$ cat config.mk
export PLATFORM = sky130hd
export DESIGN_NAME = rv_divide_flat
export DESIGN_NICKNAME = d
export VERILOG_FILES = /design/src/rtl/rv_divide_pkg.sv /design/src/rtl/rv_divide_if.sv /design/src/rtl/rv_divide.sv /design/src/flat_wrapper.sv
export SDC_FILE = /design/constraint.sdc
export NUM_CORES = 1
export LEC_CHECK = 0
export BUFFER_PORTS_ARGS = -buffer_cell sky130_fd_sc_hd__buf_2
export CORE_MARGIN = 4
export CORE_UTILIZATION = 44
export CTS_BUF_LIST = sky130_fd_sc_hd__clkbuf_4 sky130_fd_sc_hd__clkbuf_8
export DETAILED_ROUTE_END_ITERATION = 8
export PLACE_DENSITY = 0.6
export SKIP_CTS_REPAIR_TIMING = 1
export SLEW_MARGIN = 20
export SYNTH_ARGS = -nofsm -noshare
export SYNTH_HDL_FRONTEND = slang
export SYNTH_SLANG_ARGS = --single-unit
$ cat constraint.sdc
create_clock -name clk_i -period 5 [get_ports clk_i]
set_input_delay 0 -clock clk_i [delete_from_list [all_inputs] [get_ports clk_i]]
set_output_delay 0 -clock clk_i [all_outputs]
set_load 0.005 [all_outputs]
$ cat src/rtl/rv_divide_pkg.sv
// rv_divide_pkg: funct3 codes, FSM state encoding and special-case helpers for rv_divide
package rv_divide_pkg;

    localparam logic [2:0] F_DIV  = 3'b100;
    localparam logic [2:0] F_DIVU = 3'b101;
    localparam logic [2:0] F_REM  = 3'b110;
    localparam logic [2:0] F_REMU = 3'b111;

    localparam logic [2:0] S_IDLE = 3'd0;
    localparam logic [2:0] S_PREP = 3'd1;
    localparam logic [2:0] S_DIV  = 3'd2;
    localparam logic [2:0] S_FIX  = 3'd3;
    localparam logic [2:0] S_DONE = 3'd4;

    function automatic logic is_signed_op(input logic [2:0] fun);
        return fun == F_DIV || fun == F_REM;
    endfunction

    // Divide-by-zero, or the one signed quotient that does not fit in 32 bits
    function automatic logic is_special(input logic [2:0] fun, input logic [31:0] a, input logic [31:0] b);
        return b == '0 || (is_signed_op(fun) && a == 32'h8000_0000 && b == '1);
    endfunction

endpackage

$ cat src/rtl/rv_divide_if.sv
// rv_divide_if: execute-stage request/response bundle between pipeline control and the divider
interface rv_divide_if;

    logic        start_i;
    logic        kill_i;
    logic        x_stall_i;
    logic [31:0] d_rs1_i;
    logic [31:0] d_rs2_i;
    logic [2:0]  d_fun_i;
    logic        busy_o;
    logic        done_o;
    logic [31:0] w_rd_o;

    modport master (
        output start_i, kill_i, x_stall_i, d_rs1_i, d_rs2_i, d_fun_i,
        input  busy_o, done_o, w_rd_o
    );

    modport slave (
        input  start_i, kill_i, x_stall_i, d_rs1_i, d_rs2_i, d_fun_i,
        output busy_o, done_o, w_rd_o
    );

endinterface

$ cat src/rtl/rv_divide.sv
// rv_divide: iterative radix-2 restoring divider for RV32M DIV/DIVU/REM/REMU
// Divides magnitudes over 32 cycles, then fixes signs with a single shared negator.
module rv_divide
    import rv_divide_pkg::*;
#(
    parameter bit g_fast_special = 1'b1
) (
    input logic        clk_i,
    input logic        rst_i,
    rv_divide_if.slave dif
);

    logic [2:0]  state_q, state_d;
    logic [2:0]  fun_q, fun_d;
    logic [31:0] a_q, a_d;
    logic [31:0] b_q, b_d;
    logic [31:0] quo_q, quo_d;
    logic [32:0] rem_q, rem_d;
    logic [31:0] rd_q, rd_d;
    logic [4:0]  cnt_q, cnt_d;
    logic        qneg_q, qneg_d;
    logic        rneg_q, rneg_d;

    logic        sgn;
    logic        special;
    logic        neg_sel;
    logic [33:0] x;
    logic [33:0] trial;
    logic [31:0] res;
    logic [31:0] neg_in;
    logic [31:0] neg_out;
    logic [31:0] spec_res;

    // A negative signed divisor is added rather than negated, so the negator stays free
    always_comb begin
        sgn      = is_signed_op(fun_q);
        special  = is_special(fun_q, a_q, b_q);
        x        = {rem_q, quo_q[31]};
        trial    = (sgn && b_q[31]) ? x + {2'b11, b_q} : x - {2'b00, b_q};
        res      = fun_q[1] ? rem_q[31:0] : quo_q;
        neg_sel  = fun_q[1] ? rneg_q : qneg_q;
        neg_in   = (state_q == S_PREP) ? a_q : res;
        neg_out  = 32'd0 - neg_in;
        spec_res = fun_q[1] ? (b_q == '0 ? a_q : 32'h0) : (b_q == '0 ? 32'hFFFF_FFFF : 32'h8000_0000);
    end

    always_comb begin
        state_d = state_q;
        fun_d   = fun_q;
        a_d     = a_q;
        b_d     = b_q;
        quo_d   = quo_q;
        rem_d   = rem_q;
        rd_d    = rd_q;
        cnt_d   = cnt_q;
        qneg_d  = qneg_q;
        rneg_d  = rneg_q;
        case (state_q)
            S_IDLE: if (dif.start_i && !dif.kill_i) begin
                state_d = S_PREP;
                fun_d   = dif.d_fun_i;
                a_d     = dif.d_rs1_i;
                b_d     = dif.d_rs2_i;
            end
            S_PREP: begin
                quo_d   = (sgn && a_q[31]) ? neg_out : a_q;
                rem_d   = '0;
                cnt_d   = 5'd31;
                qneg_d  = sgn && (a_q[31] ^ b_q[31]);
                rneg_d  = sgn && a_q[31];
                state_d = (g_fast_special && special) ? S_DONE : S_DIV;
                rd_d    = (g_fast_special && special) ? spec_res : rd_q;
            end
            S_DIV: begin
                rem_d   = trial[33] ? x[32:0] : trial[32:0];
                quo_d   = {quo_q[30:0], ~trial[33]};
                cnt_d   = cnt_q - 5'd1;
                state_d = (cnt_q == '0) ? S_FIX : S_DIV;
            end
            S_FIX: begin
                rd_d    = special ? spec_res : (neg_sel ? neg_out : res);
                state_d = S_DONE;
            end
            S_DONE: state_d = dif.x_stall_i ? S_DONE : S_IDLE;
            default: state_d = S_IDLE;
        endcase
        // A flush wins over everything, including a result about to be written
        if (state_q != S_IDLE && dif.kill_i) begin
            state_d = S_IDLE;
            rd_d    = rd_q;
        end
    end

    always_ff @(posedge clk_i or negedge rst_i) begin
        if (!rst_i) begin
            state_q <= S_IDLE;
            fun_q   <= '0;
            a_q     <= '0;
            b_q     <= '0;
            quo_q   <= '0;
            rem_q   <= '0;
            rd_q    <= '0;
            cnt_q   <= '0;
            qneg_q  <= 1'b0;
            rneg_q  <= 1'b0;
        end else begin
            state_q <= state_d;
            fun_q   <= fun_d;
            a_q     <= a_d;
            b_q     <= b_d;
            quo_q   <= quo_d;
            rem_q   <= rem_d;
            rd_q    <= rd_d;
            cnt_q   <= cnt_d;
            qneg_q  <= qneg_d;
            rneg_q  <= rneg_d;
        end
    end

    assign dif.busy_o = state_q != S_IDLE;
    assign dif.done_o = state_q == S_DONE;
    assign dif.w_rd_o = rd_q;

endmodule

$ cat src/flat_wrapper.sv
// flat-port wrapper written by rule: the top's interface ports become plain ports
module rv_divide_flat import rv_divide_pkg::*;
#(
    parameter bit g_fast_special = 1'b1
)
  (clk_i, rst_i, dif_start_i, dif_kill_i, dif_x_stall_i, dif_d_rs1_i, dif_d_rs2_i, dif_d_fun_i, dif_busy_o, dif_done_o, dif_w_rd_o);
  rv_divide_if dif_i ();
  input logic clk_i;
  input logic rst_i;
  input wire logic [$bits(dif_i.start_i)-1:0] dif_start_i;
  input wire logic [$bits(dif_i.kill_i)-1:0] dif_kill_i;
  input wire logic [$bits(dif_i.x_stall_i)-1:0] dif_x_stall_i;
  input wire logic [$bits(dif_i.d_rs1_i)-1:0] dif_d_rs1_i;
  input wire logic [$bits(dif_i.d_rs2_i)-1:0] dif_d_rs2_i;
  input wire logic [$bits(dif_i.d_fun_i)-1:0] dif_d_fun_i;
  output wire logic [$bits(dif_i.busy_o)-1:0] dif_busy_o;
  output wire logic [$bits(dif_i.done_o)-1:0] dif_done_o;
  output wire logic [$bits(dif_i.w_rd_o)-1:0] dif_w_rd_o;
  assign dif_i.start_i = dif_start_i;
  assign dif_i.kill_i = dif_kill_i;
  assign dif_i.x_stall_i = dif_x_stall_i;
  assign dif_i.d_rs1_i = dif_d_rs1_i;
  assign dif_i.d_rs2_i = dif_d_rs2_i;
  assign dif_i.d_fun_i = dif_d_fun_i;
  assign dif_busy_o = dif_i.busy_o;
  assign dif_done_o = dif_i.done_o;
  assign dif_w_rd_o = dif_i.w_rd_o;
  rv_divide #(.g_fast_special(g_fast_special)) u_core (.clk_i(clk_i), .rst_i(rst_i), .dif(dif_i));
endmodule
After elaboration in Yosys (flattened, before gate mapping)
Cells that the tools add are included.
Widths: inputs -> output; s select.
- bits of input ports: 72
- output and inout bits: 34
- register bits: 174
- logic and storage cells: 67
- mux-type cells: 22
- reduce and logical (&&, ||, !) cells: 18
- add/sub/neg operators: 4
- bitwise gates (word level): 3
- eq/ne operators: 10
- operators with widths (kind ; number):
    $mux 32 ; 8
    $pmux 32 s2 ; 2
    $pmux 33 s2 ; 1
    $eq 32x32->1 const B ; 2
    $add 34x34->34 ; 1
    $mux 34 ; 1
    $sub 34x32->34 ; 1
    $mux 33 ; 1
    $logic_not 32->1 ; 1
    $sub 1x32->32 const A ; 1
    $mux 31 ; 1
    $pmux 3 s5 ; 1
    $mux 3 ; 4
    $pmux 5 s2 ; 1
    $eq 3x3->1 const B ; 3
    $logic_and 1x1->1 ; 7
    $eq 3x2->1 const B ; 2
    $logic_not 5->1 ; 1
    $sub 5x1->5 const B ; 1
    $reduce_bool 2->1 ; 2
    $eq 3x1->1 const B ; 1
    $logic_not 3->1 ; 1
    $ne 3x1->1 const B ; 1
    $reduce_and 3->1 ; 1
    other kinds (8) ; 11

Longest topological paths before layout
Gate-level depths: netlist (run 1).
- depth in word-level cells: 8
- depth in mapped cells: 19
- depth with buffers taken out: 18

Worst setup path before layout (run 1)
No wires, ideal clock.
- path type: reg-to-reg
- from: register u_core.fun_q[1]
- to: register u_core.rd_q[26] (netlist: u_core.dif.w_rd_o[26])
- setup slack: 0.614 ns
- period minus slack after synthesis: 4.386 ns
- cell stages (with the launch flop): 18
- required time: 4.869 ns
- setup time: 0.131 ns
- path buffers: 5
- arrival time: 4.254 ns
- cell sequence: dfrtp_1 -> buf_2 -> buf_2 -> buf_1 -> buf_1 -> clkbuf_1 -> mux2i_1 -> nand2_1 -> o21ai_0 -> ha_1 -> inv_1 -> a21oi_1 -> nand4_1 -> or2_2 -> a21oi_2 -> xnor2_1 -> a2111oi_0 -> o21ai_1
- longest elaborated chain between the ends: 7
- elaborated cells on any way between the ends: 17
- those cells by class: 1 x add/sub; 3 x eq/ne; 8 x mux; 5 x reduce/logical
- RTL lines (item ; line ; text):
    from (decl) ; rv_divide.sv:14 ; logic [2:0] fun_q, fun_d;
    from (signal assigned) ; rv_divide.sv:108 ; fun_q <= fun_d;
    branches (longest 7 deep; another with $sub 1x32->32) ; - ;
    to (signal assigned) ; rv_divide.sv:113 ; rd_q <= rd_d;
    to (decl) ; rv_divide.sv:19 ; logic [31:0] rd_q, rd_d;
Several ways; the timed one is not identified. The select of a mux whose other input is x is not followed.
A chain may end at the register's enable or synchronous reset.

Worst setup path after layout (run 1)
- from: register u_core.b_q[6]
- to: register u_core.rem_q[32]
- longest elaborated chain between the ends: 4
- elaborated cells on any way between the ends: 5
- those cells by class: 2 x add/sub; 3 x mux
- RTL lines (item ; line ; text):
    from (decl) ; rv_divide.sv:16 ; logic [31:0] b_q, b_d;
    from (signal assigned) ; rv_divide.sv:99 ; b_q <= '0;
    from (signal assigned) ; rv_divide.sv:110 ; b_q <= b_d;
    $sub 34x32->34 / $add 34x34->34 (equally long branches) ; rv_divide.sv:39 ; trial = (sgn && b_q[31]) ? x + {2'b11, b_q} : x - {2'b00, b_q};
    $mux 34 (*) ; rv_divide.sv:39 ;
    $mux 33 (*) ; rv_divide.sv:75 ; rem_d = trial[33] ? x[32:0] : trial[32:0];
    $pmux 33 s2 (*) ; rv_divide.sv:58 ; case (state_q)
    to (signal assigned) ; rv_divide.sv:112 ; rem_q <= rem_d;
    to (decl) ; rv_divide.sv:18 ; logic [32:0] rem_q, rem_d;
Every way passes the cells marked *; elsewhere a longest branch is shown, timed or not.

==> reports/qor.csv, run 1 <==
stage,metric,value,unit
run_status,status,"finished, final reports clean",
die,initial_core_util,44.6,%
critical_path,critPathKind,reg -> reg,
sta,worst_slack,389,ps
logic_synthesis,synth_area_leader_cell,dfrtp_1,
detailed_routing,routed_wl,37400,um
critical_path,r2r_start,u_core.b_q[6],
finish,stdcell_count,1971,
sta,slew_viol_final,0,
die,dieWidth,176,um
logic_synthesis,synth_top_area_share,35.1,%
detailed_routing,first_iter_violations,824,
detailed_routing,final_antenna_net_count,0,
clock_tree,cts_root_buf,clkbuf_8,
clock_tree,cts_tree,built,
sta,slew_headroom,37.7,%
clock_tree,clockBufferDepth,2,
die,coreArea,27800,sq um
critical_path,critical_path.max_fanout,6,
critical_path,rr_endpoint,u_core.rem_q[32],
placement,io_buffer_count,105,
sta,rsz0062_at_grt,no,
sta,tns,0,ps
clock_tree,clock_sinks,174,
logic_synthesis,async_reset_ff_share,100,%
global_routing,grt_overflow_total,0,
die,ios,106,
logic_synthesis,netlist_area,12400,sq um
logic_synthesis,synth_cell_types,77,
sta,hold_violations,0,
placement,place_inst,1862,
sta,final.min_clock_period,4610,ps
finish,drive_above_1_share,18.5,%
sta,worst_slew_pin_slew,935,ps
critical_path,arrival,4970,ps
finish,nets,1690,
clock_tree,cts.clk_slew.worst_paths,90,ps
logic_synthesis,ys_seq_area_share,35.1,%
sta,finalSetupViolations,0,
clock_tree,cts-buffers-inserted,17,
die,dieArea,30900,sq um
global_routing,grtUsageTotal,23.6,%
worst_hold_path,hp-class,in -> async,
logic_synthesis,synthTopCellsByArea,"dfrtp_1, mux2_2, o21ai_0",
clock_tree,htreeDepth,4,
critical_path,worst_setup_path_start_kind,flip-flop,
finish,fill_cells,2640,
finish,diodes,0,
finish,area_delta_synth_final,18.3,%
critical_path,crit_path_end_kind,flip-flop,
logic_synthesis,synthesis.nets,1531,
critical_path,cp.required,5350,ps
logic_synthesis,yosysWarnings,0,
power_and_ir_drop,power.leakage,6.26,nW
global_routing,grt_pass1_wl,58900,um
die,row_count,61,
placement,pre_cts_ws,76.7,ps
detailed_routing,drt_pass1_iterations,5,
logic_synthesis,syn_inst,1421,
critical_path,r2r_slack,390,ps
detailed_routing,drc,0,
logic_synthesis,ys.flop_type,dfrtp_1,
sta,fin_skew,17.1,ps
global_routing,grt_max_degree,66,
placement,place_congestion,0.923,
global_routing,first_global_vias,10500,
detailed_routing,drt-wirelength-per-cell,19.0,um
clock_tree,clock_latency,470,ps
detailed_routing,via_count,11400,
global_routing,antenna_found_initial,1,
sta,period_share,92.2,%
logic_synthesis,synth_area_per_cell,8.72,sq um
run,drv_cap,0,
detailed_routing,via_per_inst,5.78,
sta,fmax,0.217,GHz
power_and_ir_drop,ir_worst_vdd,0.224,mV
die,die_h,176,um
logic_synthesis,synth_edf_count,0,
placement,dp.final_hpwl,27100,um
power_and_ir_drop,p_per_area,531,nW/um^2
logic_synthesis,ys_ff_latch,174,
critical_path,reg2regPathDepth,16,
[cell usage in the layout, fill, tap and decap left out, types with 35 or more instances in the layout]
cell type | Yosys | final
dfrtp_1 | 174 | 173
o21ai_0 | 154 | 154
nand2_1 | 126 | 126
nor2_1 | 113 | 112
buf_2 | 7 | 104
a21oi_1 | 80 | 79
mux2_2 | 78 | 78
xnor2_1 | 76 | 76
dlygate4sd3_1 | 0 | 71
mux2i_1 | 56 | 55
buf_4 | 3 | 47
nor3_1 | 40 | 39
ha_1 | 37 | 37
nand3_1 | 35 | 35
[stage by stage]
stage	instance area (sq um)	total power, mW	util (%)	hold slack, ps
after floorplan	12400	5.27	-	-296
after global placement	13400	6.37	48.2	33.5
after detailed placement	13400	6.43	48.2	39.7
after CTS	13800	7.57	49.8	-484
after global routing	14700	8.42	52.8	116
final	14700	7.79	52.8	76.2
[flip-flops by register name, summed over array words and instances (netlist names)]
signal             cells
u_core.cnt_q           5
u_core.qneg_q          1
u_core.rneg_q          1
u_core.rem_q          33
u_core.dif.w_rd_o     32
u_core.state_q         3
u_core.fun_q           3
u_core.a_q            32
u_core.b_q            32
u_core.quo_q          32
[final cells by class]
| type | count | area, sq um | area share (%) |
|---|---|---|---|
| Tap cell | 378 | 473 | 3.23 |
| Timing Repair Buffer | 224 | 1620 | 11.0 |
| Multi-Input combinational cell | 1133 | 7650 | 52.2 |
| Clock inverter | 9 | 160 | 1.09 |
| Sequential cell | 174 | 4360 | 29.7 |
| Clock buffer | 23 | 292 | 1.99 |
| Inverter | 30 | 113 | 0.768 |
[worst max-delay path, cell delays in order (launching register included)]
cell and delay (ps):
dfrtp_1 450, or4_1 630, nor4_4 220, nand3b_1 170, or2_2 330, o31ai_1 260
xnor2_1 110, ha_1 390, and3_1 240, nand2_1 130, or3_1 390, a31oi_2 220
nor2_1 130, o2111ai_1 310, nand3_1 110, nor3b_1 150, o31a_1 270
[synth_stat cells (23+ instances only)]
cell type / n
xnor2_1: 76
inv_1: 30
mux2i_1: 56
nand2_1: 126
mux2_2: 78
ha_1: 37
a31oi_1: 23
a22oi_1: 33
nor3_1: 40
nor2_1: 113
clkbuf_1: 61
o21ai_0: 154
nand3_1: 35
a21oi_1: 80
dfrtp_1: 174
xor2_1: 33
[worst max-delay path by stage]
stage	startpoint	endpoint	slack, ps
global placement	u_core.b_q[6]	u_core.rem_q[32]	130
CTS	u_core.b_q[6]	u_core.rem_q[32]	40
finish	u_core.b_q[6]	u_core.rem_q[32]	390
global route	u_core.b_q[6]	u_core.rem_q[32]	60
floorplan	u_core.fun_q[1]	u_core.dif.w_rd_o[26]	610
detailed placement	u_core.b_q[6]	u_core.rem_q[32]	80
[report_power, final]
group	total, mW	internal, mW	switching, mW
clock network	1.13	0.597	0.534
logic	4.19	1.94	2.25
registers	2.47	1.85	0.625
total	7.79	4.38	3.41
[cell families (layout without fill, tap and decap cells)]
kind of cell	count (synthesis)	in the layout	synth area share [%]
fa+ha+maj	38	38	3.90
compound gates	417	417	20.6
xor+xnor	110	111	7.84
simple gates	433	433	17.0
mux	134	134	11.6
buf+inv	115	286	3.89
flops	174	174	35.1
[routing by layer]
metal / global-route usage (%) / part of all wire [%]
met1: 35.6 / 48
met2: 36.1 / 44
met3: 4.09 / 6.7
met4: 4.39 / 1.1
met5: 0 / 0
(Power assumes the default switching activity.)
==> run 2, diff against run 1 <==
==> constraint.sdc (replaced) <==
create_clock -name clk_i -period 4.5 [get_ports clk_i]
set_input_delay 0 -clock clk_i [delete_from_list [all_inputs] [get_ports clk_i]]
set_output_delay 0 -clock clk_i [all_outputs]
set_load 0.005 [all_outputs]
==> reports/qor.csv, run 2 (same netlist as run 1, synthesis figures left out) <==
stage,metric,value,unit,change
power_and_ir_drop,switching_share,43.7,%,-0.083 points
global_routing,grtUsageTotal,23.3,%,-0.37 points
finish,drive_above_1_share,20.8,%,+2.3 points
critical_path,cp.required,4920,ps,-430 ps
finish,nets,1710,,+1.2%
detailed_routing,drt_pass1_iterations,5,,unchanged
finish,diodes,0,,unchanged
power_and_ir_drop,ir_worst_vdd,0.287,mV,+28%
critical_path,endpoint,u_core.rem_q[28],,
finish,final_cell_mix,"dfrtp_1, o21ai_0, nand2_1, nor2_1, buf_2",,
sta,hold_violations,0,,unchanged
detailed_routing,highest_layer,met4,,
global_routing,grt_max_degree,92,,+39%
clock_tree,clock_latency,500,ps,+30 ps
sta,slew_viol_final,0,,unchanged
critical_path,worst_setup_path_start_kind,flip-flop,,
detailed_routing,routed_wl,37200,um,-0.63%
global_routing,grt_overflow_total,0,,unchanged
finish,final_common_cell,dfrtp_1,,
die,die_h,176,um,unchanged
finish,fin_util,53.9,%,+1.1 points
run_status,status,"finished, final reports clean",,
placement,place_inst,1873,,+0.59%
power_and_ir_drop,internal_power,5.09,mW,+16%
sta,rsz0062_at_grt,yes,,
finish,fill_cells,2596,,-1.7%
detailed_routing,wl_met2,16400,um,-1.1%
placement,place_area,13500,sq um,+0.80%
power_and_ir_drop,power.total,9.04,mW,+16%
critical_path,crit_path_end_kind,flip-flop,,
sta,finalSetupViolations,0,,unchanged
clock_tree,cts.clk_slew.worst_paths,100,ps,about the same
run,drv_cap,0,,unchanged
sta,holdWs,97.1,ps,+20.8 ps
clock_tree,cts-buffers-inserted,17,,unchanged
critical_path,reg2regPathDepth,18,,+2
sta,fin_skew,27.6,ps,+10.5 ps
sta,worst_slew_pin_slew,951,ps,+16.0 ps
critical_path,startpoint,u_core.b_q[20],,
detailed_routing,wl_met1,18200,um,+1.6%
sta,final.min_clock_period,4410,ps,-196 ps
placement,place_congestion,0.939,,+1.7%
die,row_count,61,,unchanged
clock_tree,htreeDepth,4,,unchanged
global_routing,grt_pass1_wl,58100,um,-1.4%
detailed_routing,route.met3.wl,2120,um,-16%
power_and_ir_drop,seqPwrFrac,30.1,%,-1.6 points
detailed_routing,via_per_inst,5.73,,-0.85%
finish,seqCellArea,4360,sq um,about the same
detailed_routing,drc,0,,unchanged
sta,fmax,0.227,GHz,+4.5%
clock_tree,clockBufferDepth,2,,unchanged
power_and_ir_drop,p_switching,3.95,mW,+16%
detailed_routing,first_iter_violations,1011,,+23%
die,dieWidth,176,um,unchanged
die,dieArea,30900,sq um,unchanged
critical_path,rr_endpoint,u_core.rem_q[28],,
placement,dp.final_hpwl,26700,um,-1.5%
worst_hold_path,hp-class,in -> async,,
detailed_routing,via_count,11400,,+0.16%
sta,period_share,98.1,%,+5.9 points
global_routing,first_global_vias,10500,,+0.34%
finish,area_delta_synth_final,20.9,%,
detailed_routing,drt-wirelength-per-cell,18.7,um,-1.6%
clock_tree,cts_tree,built,,
critical_path,r2r_slack,90,ps,-300 ps
die,ios,106,,unchanged
power_and_ir_drop,p_comb_share,56.1,%,+2.3 points
finish,multi_input_area,7730,sq um,+1.1%
clock_tree,clock_sinks,174,,unchanged
sta,slew_headroom,36.5,%,-1.1 points
die,coreArea,27800,sq um,unchanged
critical_path,r2r_start,u_core.b_q[20],,
critical_path,critical_path.max_fanout,6,,unchanged
die,initial_core_util,44.6,%,unchanged
power_and_ir_drop,p_per_area,604,nW/um^2,+14%
global_routing,antenna_found_initial,0,,-1
finish,regMostFlops,u_core.rem_q,,
clock_tree,cts_root_buf,clkbuf_8,,
power_and_ir_drop,power.leakage,6.39,nW,+2.0%
power_and_ir_drop,pwr-share-clk,13.8,%,-0.7 points
critical_path,arrival,4830,ps,-140 ps
critical_path,critPathKind,reg -> reg,,
finish,stdcell_count,1991,,+1.0%
detailed_routing,final_antenna_net_count,0,,unchanged
finish,stdcell_area,15000,sq um,+2.2%
placement,io_buffer_count,105,,unchanged
finish,largest_reg_flops,33,,unchanged
## run 2: cell count changes in the layout (fill, tap and decap cells not counted), moves of 4 or more
cell,before,now
o21ai_0,154,128
o21ai_1,8,29
buf_4,47,60
clkbuf_4,4,0
inv_6,0,6
clkinv_4,4,0
o21ai_2,0,5
## run 2: layout make-up
| type | instances | area share (%) |
|---|---|---|
| clock buffer | 17 | 1.56 |
| multi-input combinational | 1132 | 51.6 |
| clock inverter | 15 | 1.38 |
| timing repair buffer | 245 | 12.4 |
| tap | 378 | 3.16 |
| sequential | 174 | 29.1 |
| inverter | 30 | 0.752 |
## run 2: worst min-delay path by stage
stage	slack [ps]	endpoint	from	cells after the start
6_report	100	u_core.a_q[4]	rst_i	2
5_1_grt	160	u_core.a_q[10]	rst_i	2
4_1_cts	-420	u_core.a_q[10]	rst_i	1
3_5_place_dp	110	u_core.a_q[10]	rst_i	1
3_3_place_gp	120	u_core.a_q[9]	rst_i	1
2_1_floorplan	-300	u_core.a_q[0]	rst_i	0
## run 2: metal layers
| layer | vias up | global-route usage [%] |
|---|---|---|
| met1 | 5470 | 35.1 |
| met3 | 33 | 3.87 |
| met5 | - | 0 |
| met4 | 0 | 6.17 |
| li1 | 5555 | - |
| met2 | 349 | 34.6 |
## run 2: worst max-delay path: stages (launching register included)
cell      delay [ps]
dfrtp_1          390
or4_4            540
or3_4            390
or4_4            510
o31ai_4          270
xnor2_1          110
ha_1             380
a21oi_2          150
o21a_1           150
o211ai_1          90
a31oi_1          180
o21ai_1          100
a21oi_1          130
buf_4            150
xnor2_4           80
buf_6            150
buf_12           120
or3_1            330
a21oi_1          140
## run 2: power groups by stage
stage	Clock [mW]	Sequential, mW	Combinational [mW]
2_1_floorplan	0	2.48	3.37
3_3_place_gp	0	2.71	4.39
3_5_place_dp	0	2.72	4.44
4_1_cts	1.29	2.69	4.46
5_1_grt	1.34	2.79	5.57
6_report	1.25	2.72	5.07
## run 2: stage by stage
step	setup TNS, ps	worst slack, ps
after floorplan	0	114
after global placement	-161	-51.1
after detailed placement	-276	-75.9
after CTS	-433	-88.0
after global routing	-2940	-126
final	0	85.1
